File: src/rtl/filter_pkg.sv
// Shared constants and encodings for the biquad cascade: Q-format defaults,
// FSM states, tap order within a section, saturation limits, identity coefficient.
package filter_pkg;
  localparam int LARGO     = 24;          // data MSB index
  localparam int MAG       = 8;           // integer bits
  localparam int PRES      = 16;          // fraction bits
  localparam int SECCIONES = 2;           // cascaded sections
  localparam int TAPS      = 5;           // coefficients per section
  localparam int DW        = LARGO + 1;
  localparam int ACCW      = LARGO + 4;

  localparam logic signed [DW-1:0] SAT_MAX  = {1'b0, {LARGO{1'b1}}};
  localparam logic signed [DW-1:0] SAT_MIN  = {1'b1, {LARGO{1'b0}}};
  localparam logic signed [DW-1:0] COEF_ONE = DW'(1) << PRES;

  typedef enum logic [1:0] {S_IDLE, S_MAC, S_DONE} state_e;

  // Tap index doubles as the coefficient offset within a section.
  typedef enum logic [2:0] {
    T_A1 = 3'd0, T_A2 = 3'd1, T_B0 = 3'd2, T_B1 = 3'd3, T_B2 = 3'd4
  } tap_e;
endpackage

File: src/rtl/filter_biquad_cascade_mac_sat.sv
// Shared multiply/rescale/accumulate datapath with clamping at every narrowing
// point; also forms the saturated DF-II feedback node w = sat(x + acc).
module mac_sat #(
  parameter int DW   = 25,
  parameter int PRES = 16,
  parameter int ACCW = 28
) (
  input  logic signed [DW-1:0]   coef_i,
  input  logic signed [DW-1:0]   op_i,
  input  logic signed [ACCW-1:0] acc_i,
  input  logic                   clr_i,
  input  logic                   neg_i,
  input  logic signed [DW-1:0]   x_i,
  output logic signed [ACCW-1:0] acc_o,
  output logic signed [DW-1:0]   y_o,
  output logic signed [DW-1:0]   w_o
);
  localparam int PW = 2 * DW;
  localparam int SW = PW + 1;
  localparam int WW = ACCW + 1;

  logic signed [PW-1:0]   prod, prod_s;
  logic signed [SW-1:0]   sum;
  logic signed [WW-1:0]   wsum;
  logic signed [ACCW-1:0] acc_base;

  // Feedback taps negate the full product before the truncating rescale.
  assign prod     = PW'(coef_i) * PW'(op_i);
  assign prod_s   = (neg_i ? -prod : prod) >>> PRES;
  assign acc_base = clr_i ? '0 : acc_i;
  assign sum      = SW'(prod_s) + SW'(acc_base);
  assign wsum     = WW'(x_i) + WW'(acc_i);

  // Accumulator clamps instead of wrapping when a product exceeds its headroom.
  always_comb begin
    if (&sum[SW-1:ACCW-1] || ~|sum[SW-1:ACCW-1]) acc_o = sum[ACCW-1:0];
    else acc_o = sum[SW-1] ? {1'b1, {(ACCW-1){1'b0}}} : {1'b0, {(ACCW-1){1'b1}}};
  end

  // Section output: accumulator clamped to the data range.
  always_comb begin
    if (&acc_o[ACCW-1:DW-1] || ~|acc_o[ACCW-1:DW-1]) y_o = acc_o[DW-1:0];
    else y_o = acc_o[ACCW-1] ? {1'b1, {(DW-1){1'b0}}} : {1'b0, {(DW-1){1'b1}}};
  end

  // Feedback node: x plus accumulated feedback, clamped to the data range.
  always_comb begin
    if (&wsum[WW-1:DW-1] || ~|wsum[WW-1:DW-1]) w_o = wsum[DW-1:0];
    else w_o = wsum[WW-1] ? {1'b1, {(DW-1){1'b0}}} : {1'b0, {(DW-1){1'b1}}};
  end
endmodule

File: src/rtl/filter_biquad_cascade.sv
// Cascade of direct-form-II biquads time-multiplexed on one multiplier:
// five taps per section, one product per cycle, then a one-cycle DONE.
module filter_biquad_cascade
  import filter_pkg::*;
#(
  parameter int largo     = LARGO,
  parameter int mag       = MAG,
  parameter int pres      = PRES,
  parameter int secciones = SECCIONES
) (
  input  logic                                 clk,
  input  logic                                 rst,
  input  logic signed [largo:0]                data_i,
  input  logic                                 valid_i,
  output logic                                 ready_o,
  output logic signed [largo:0]                data_out,
  output logic                                 valid_o,
  input  logic                                 coef_we,
  input  logic [$clog2(TAPS*secciones)-1:0]    coef_addr,
  input  logic signed [largo:0]                coef_data
);
  localparam int QW  = largo + 1;
  localparam int AW  = largo + 4;
  localparam int NC  = TAPS * secciones;
  localparam int CAW = $clog2(NC);
  localparam int SW  = (secciones > 1) ? $clog2(secciones) : 1;
  localparam logic [SW-1:0]        LAST = SW'(secciones - 1);
  localparam logic signed [QW-1:0] ONE  = QW'(1) << pres;

  if (mag + pres != largo) begin : g_qfmt_chk
    $error("Q format does not fill the data word");
  end
  if (secciones < 1 || secciones > 8) begin : g_sec_chk
    $error("secciones out of range 1..8");
  end

  state_e                  state_q, state_d;
  tap_e                    tap_q;
  logic [SW-1:0]           sec_q;
  logic signed [AW-1:0]    acc_q;
  logic signed [QW-1:0]    x_q, w_q, dout_q;
  logic                    valid_q;
  logic [NC-1:0][QW-1:0]   coef_q;
  logic [secciones-1:0][QW-1:0] w1_q, w2_q;

  logic [CAW-1:0]          cidx;
  logic signed [QW-1:0]    mac_coef, mac_op, mac_y, mac_w;
  logic signed [AW-1:0]    mac_acc;
  logic                    mac_clr, mac_neg;

  assign cidx     = CAW'(sec_q) * CAW'(TAPS) + CAW'(tap_q);
  assign mac_coef = coef_q[cidx];
  assign ready_o  = (state_q == S_IDLE);
  assign data_out = dout_q;
  assign valid_o  = valid_q;

  // Operand steering per tap: feedback taps subtract, tap0/tap2 start fresh.
  always_comb begin
    mac_op  = '0;
    mac_clr = 1'b0;
    mac_neg = 1'b0;
    case (tap_q)
      T_A1:    begin mac_op = w1_q[sec_q]; mac_clr = 1'b1; mac_neg = 1'b1; end
      T_A2:    begin mac_op = w2_q[sec_q]; mac_neg = 1'b1; end
      T_B0:    begin mac_op = mac_w; mac_clr = 1'b1; end
      T_B1:    mac_op = w1_q[sec_q];
      T_B2:    mac_op = w2_q[sec_q];
      default: mac_op = '0;
    endcase
  end

  mac_sat #(.DW(QW), .PRES(pres), .ACCW(AW)) u_mac (
    .coef_i (mac_coef),
    .op_i   (mac_op),
    .acc_i  (acc_q),
    .clr_i  (mac_clr),
    .neg_i  (mac_neg),
    .x_i    (x_q),
    .acc_o  (mac_acc),
    .y_o    (mac_y),
    .w_o    (mac_w)
  );

  // Next-state: run every tap of every section, then one DONE cycle.
  always_comb begin
    state_d = state_q;
    case (state_q)
      S_IDLE:  if (valid_i) state_d = S_MAC;
      S_MAC:   if (tap_q == T_B2 && sec_q == LAST) state_d = S_DONE;
      S_DONE:  state_d = S_IDLE;
      default: state_d = S_IDLE;
    endcase
  end

  // State register.
  always_ff @(posedge clk or negedge rst) begin
    if (!rst) state_q <= S_IDLE;
    else      state_q <= state_d;
  end

  // Datapath, filter memory, coefficient RAM and output registers.
  always_ff @(posedge clk or negedge rst) begin
    if (!rst) begin
      tap_q   <= T_A1;
      sec_q   <= '0;
      acc_q   <= '0;
      x_q     <= '0;
      w_q     <= '0;
      dout_q  <= '0;
      valid_q <= 1'b0;
      w1_q    <= '0;
      w2_q    <= '0;
      for (int i = 0; i < NC; i++)
        coef_q[i] <= ((i % TAPS) == int'(T_B0)) ? ONE : '0;
    end else begin
      valid_q <= 1'b0;
      case (state_q)
        S_IDLE: begin
          // A write in the accept cycle lands before tap0 reads it.
          if (coef_we && int'(coef_addr) < NC) coef_q[coef_addr] <= coef_data;
          if (valid_i) begin
            x_q   <= data_i;
            sec_q <= '0;
            tap_q <= T_A1;
          end
        end
        S_MAC: begin
          acc_q <= mac_acc;
          tap_q <= (tap_q == T_B2) ? T_A1 : tap_e'(tap_q + 3'd1);
          if (tap_q == T_B0) w_q <= mac_w;
          if (tap_q == T_B2) begin
            w2_q[sec_q] <= w1_q[sec_q];
            w1_q[sec_q] <= w_q;
            x_q         <= mac_y;
            sec_q       <= sec_q + 1'b1;
          end
        end
        S_DONE: begin
          dout_q  <= x_q;
          valid_q <= 1'b1;
        end
        default: ;
      endcase
    end
  end
endmodule

File: config.mk
export PLATFORM = sky130hd
export DESIGN_NAME = filter_biquad_cascade
export DESIGN_NICKNAME = d
export VERILOG_FILES = /design/src/rtl/filter_pkg.sv /design/src/rtl/filter_biquad_cascade_mac_sat.sv /design/src/rtl/filter_biquad_cascade.sv
export SDC_FILE = /design/constraint.sdc
export NUM_CORES = 2
export LEC_CHECK = 0
export CORE_MARGIN = 5
export CORE_UTILIZATION = 60
export CTS_CLUSTER_SIZE = 16
export DETAILED_ROUTE_END_ITERATION = 10
export GPL_TIMING_DRIVEN = 1
export PLACE_DENSITY_LB_ADDON = 0.15
export SLEW_MARGIN = 20
export SYNTH_ARGS = -nofsm -noshare
export SYNTH_HDL_FRONTEND = slang
export SYNTH_SLANG_ARGS = --single-unit
File: constraint.sdc
create_clock -name clk -period 29.7 [get_ports clk]
set_input_delay 7.425 -clock clk [delete_from_list [all_inputs] [get_ports clk]]
set_output_delay 7.425 -clock clk [all_outputs]
set_load 0.005 [all_outputs]
==> metrics <==
H-tree levels=2; hold buffers post-CTS=0; Max Cap Viol=0; Clock Sinks=between 400 and 500; DP Worst Slack=13710 ps; initial antenna violation count=1; RePlAce Congestion=around 0.94; DRT iter0 DRCs=3245; CORE AREA=80700 um^2; crit end category=register; syn nets=5907; Setup Fix Bufs, Post-CTS=0; Mapped Avg Cell Area=9.83 um^2; global route total overflow=0; fin crit share=54.7%; nets=slightly below 6000; CP required=30170 ps; Max FO, Critical Path=27; overall routing resource usage=32.0%; RSZ-0062 raised after global routing=no; Root Buffer=clkbuf_16; Die ar.=87300 um^2; share of cells above drive strength 1=12.7%; status=finished clean; post-route ant nets=0; fin. max-slew vios=0; drt drc=0; Worst Setup Start Kind=register; Yosys reg bits=460; first-pass iteration count of the detailed router=6; Detail Placement HPWL=102000 um; Worst Tran Pin Value=1100 ps; Clock Latency Late Sink=640 ps; final-report setup violation count=0; hold_ws=495 ps; Fin. Hold Viols=0; number of top-level pins=85; cell repeated most along the worst path=fa_1; ys async rst share=100%; CP Class=reg2reg; worst hold path depth=2; Initial Util=60.6%; Netlist Area Pre-Place=48900 um^2; clock skew=54.4 ps; row cnt=104; Reg2Reg Depth=47; Yosys Warn Count=0; number of antenna diodes=0; Routed WL=approximately 140000 um; vias in the first global route=just under 40000; fill cell count=6511; Longest Clk Path Bufs=3; Clock transition at path regs=60 ps; Die X=296 um; Routed wire per std cell=22.6 um; f_max=0.0615 GHz; worst setup margin=13450 ps; Largest stage delay, worst path=1110 ps; Area growth, synth to finish=7.18%; hold crit path type=reg2reg; setup_tns=0 ps; CTS Buf Count=52; via count=36500; Seq/Total Area, Yosys=23.5%; max_slew headroom=26.9%; Worst Path Arrival=16720 ps; CTS tree=done; CP max stage cell=fa_1; number of flops mapped to enable cells by yosys=0; synth unique cells=91; global-route wire length before repair=218000 um; largest net degree at the start of global routing=between 100 and 150; vias per cell=6.08; port buffer count=84; Most used DFF post-synth=dfrtp_1; Tmin final=~16000 ps; die outline height=approximately 300 um; post_cts resized=0; Syn Inst Count=4977
[registers in the layout (all words and copies together) (netlist names)]
register and cells:
coef_q 250, valid_o 1, tap_q 3, data_out 25
w_q 25, x_q 25, w2_q 50, state_q 2
w1_q 50, sec_q 1, acc_q 28
[path summary, 6_finish.rpt]
kind | from | to | slack, ps
worst min-delay path | acc_q[6] | acc_q[6] | 500
worst min register to register | acc_q[6] | acc_q[6] | 500
worst max register to register | acc_q[0] | x_q[0] | 13450
worst max-delay path | acc_q[0] | x_q[0] | 13450
max in group asynchronous | rst | sec_q | 19940
min in group asynchronous | rst | coef_q[166] | 6890
[synth_stat cells (22+ instances only)]
library cell,instances,area [um^2]
inv_1,716,2690
fa_1,661,13200
nand2_1,473,1780
dfrtp_1,458,11500
nor2_1,404,1520
mux2_2,328,3690
ha_1,211,2640
clkbuf_1,203,762
a21oi_1,202,1010
o21ai_0,124,621
mux2i_1,105,1050
xnor2_1,90,788
o22ai_1,73,457
nand2b_1,72,450
nand4_1,70,438
and2_1,61,382
nor2b_1,57,357
a21o_1,50,375
mux4_2,50,1130
buf_1,47,176
xor2_1,44,385
buf_2,42,210
nand3_1,37,185
nor3_1,27,135
o21a_1,27,203
and3_1,26,163
o31ai_1,26,195
o22a_1,22,193
[logic make-up (layout without fill, tap and decap cells)]
family,after synthesis,count (layout),share of synthesized area (%)
AO/OA/AOI/OAI,715,715,9.56
XOR/XNOR,134,134,2.40
adder cells (fa/ha/maj),872,872,32.4
buffers and inverters,1014,978,7.95
flip-flops,460,460,23.5
multiplexers,483,483,12.0
AND/OR/NAND/NOR,1299,1299,12.1
[area by class of cell]
class / instances / area, um^2 / area share (%)
Clock inverter: 19 / 195 / 0.372
Timing Repair Buffer: 165 / 1470 / 2.81
Inverter: 716 / 2690 / 5.13
Tap cell: 1060 / 1330 / 2.53
Clock buffer: 78 / 1490 / 2.84
Multi-Input combinational cell: 3503 / 33700 / 64.4
Sequential cell: 460 / 11500 / 22.0
[cell usage in the layout, fill, tap and decap left out, types with 83 or more instances in the layout]
| cell | n |
|---|---|
| a21oi_1 | 200 |
| ha_1 | 209 |
| dfrtp_1 | 457 |
| clkdlybuf4s50_1 | 83 |
| nor2_1 | 399 |
| inv_1 | 716 |
| mux2_2 | 328 |
| nand2_1 | 471 |
| o21ai_0 | 124 |
| fa_1 | 661 |
| xnor2_1 | 90 |
| mux2i_1 | 105 |
[routing by layer]
layer  vias to the layer above  global-route usage, %  wire [um]
met5                         -                      0         13
met4                         2                   10.3       5110
met3                       296                   5.57      10300
met2                      1369                   50.8      62400
met1                     18700                   45.4      57800
li1                      16100                      -          -
[stage by stage]
step / instance area [um^2] / std cells / utilization [%]
floorplan: 48900 / 4977 / -
global placement: 50700 / 5903 / 62.9
detailed placement: 50700 / 5904 / 62.9
CTS: 52400 / 6001 / 65.0
global route: 52400 / 6001 / 65.0
finish: 52400 / 6001 / 65.0
[critical path: cells and delay by family (launching register included)]
kind	cells	cell delay [ps]
flops	1	400
xor+xnor	3	780
fa+ha+maj	10	5300
simple gates	12	2830
buf+inv	7	1240
compound gates	15	5560
Power is left out: the tool's default activity adds up to more than one toggle a clock period on the data nets, which glitch-free logic cannot reach.
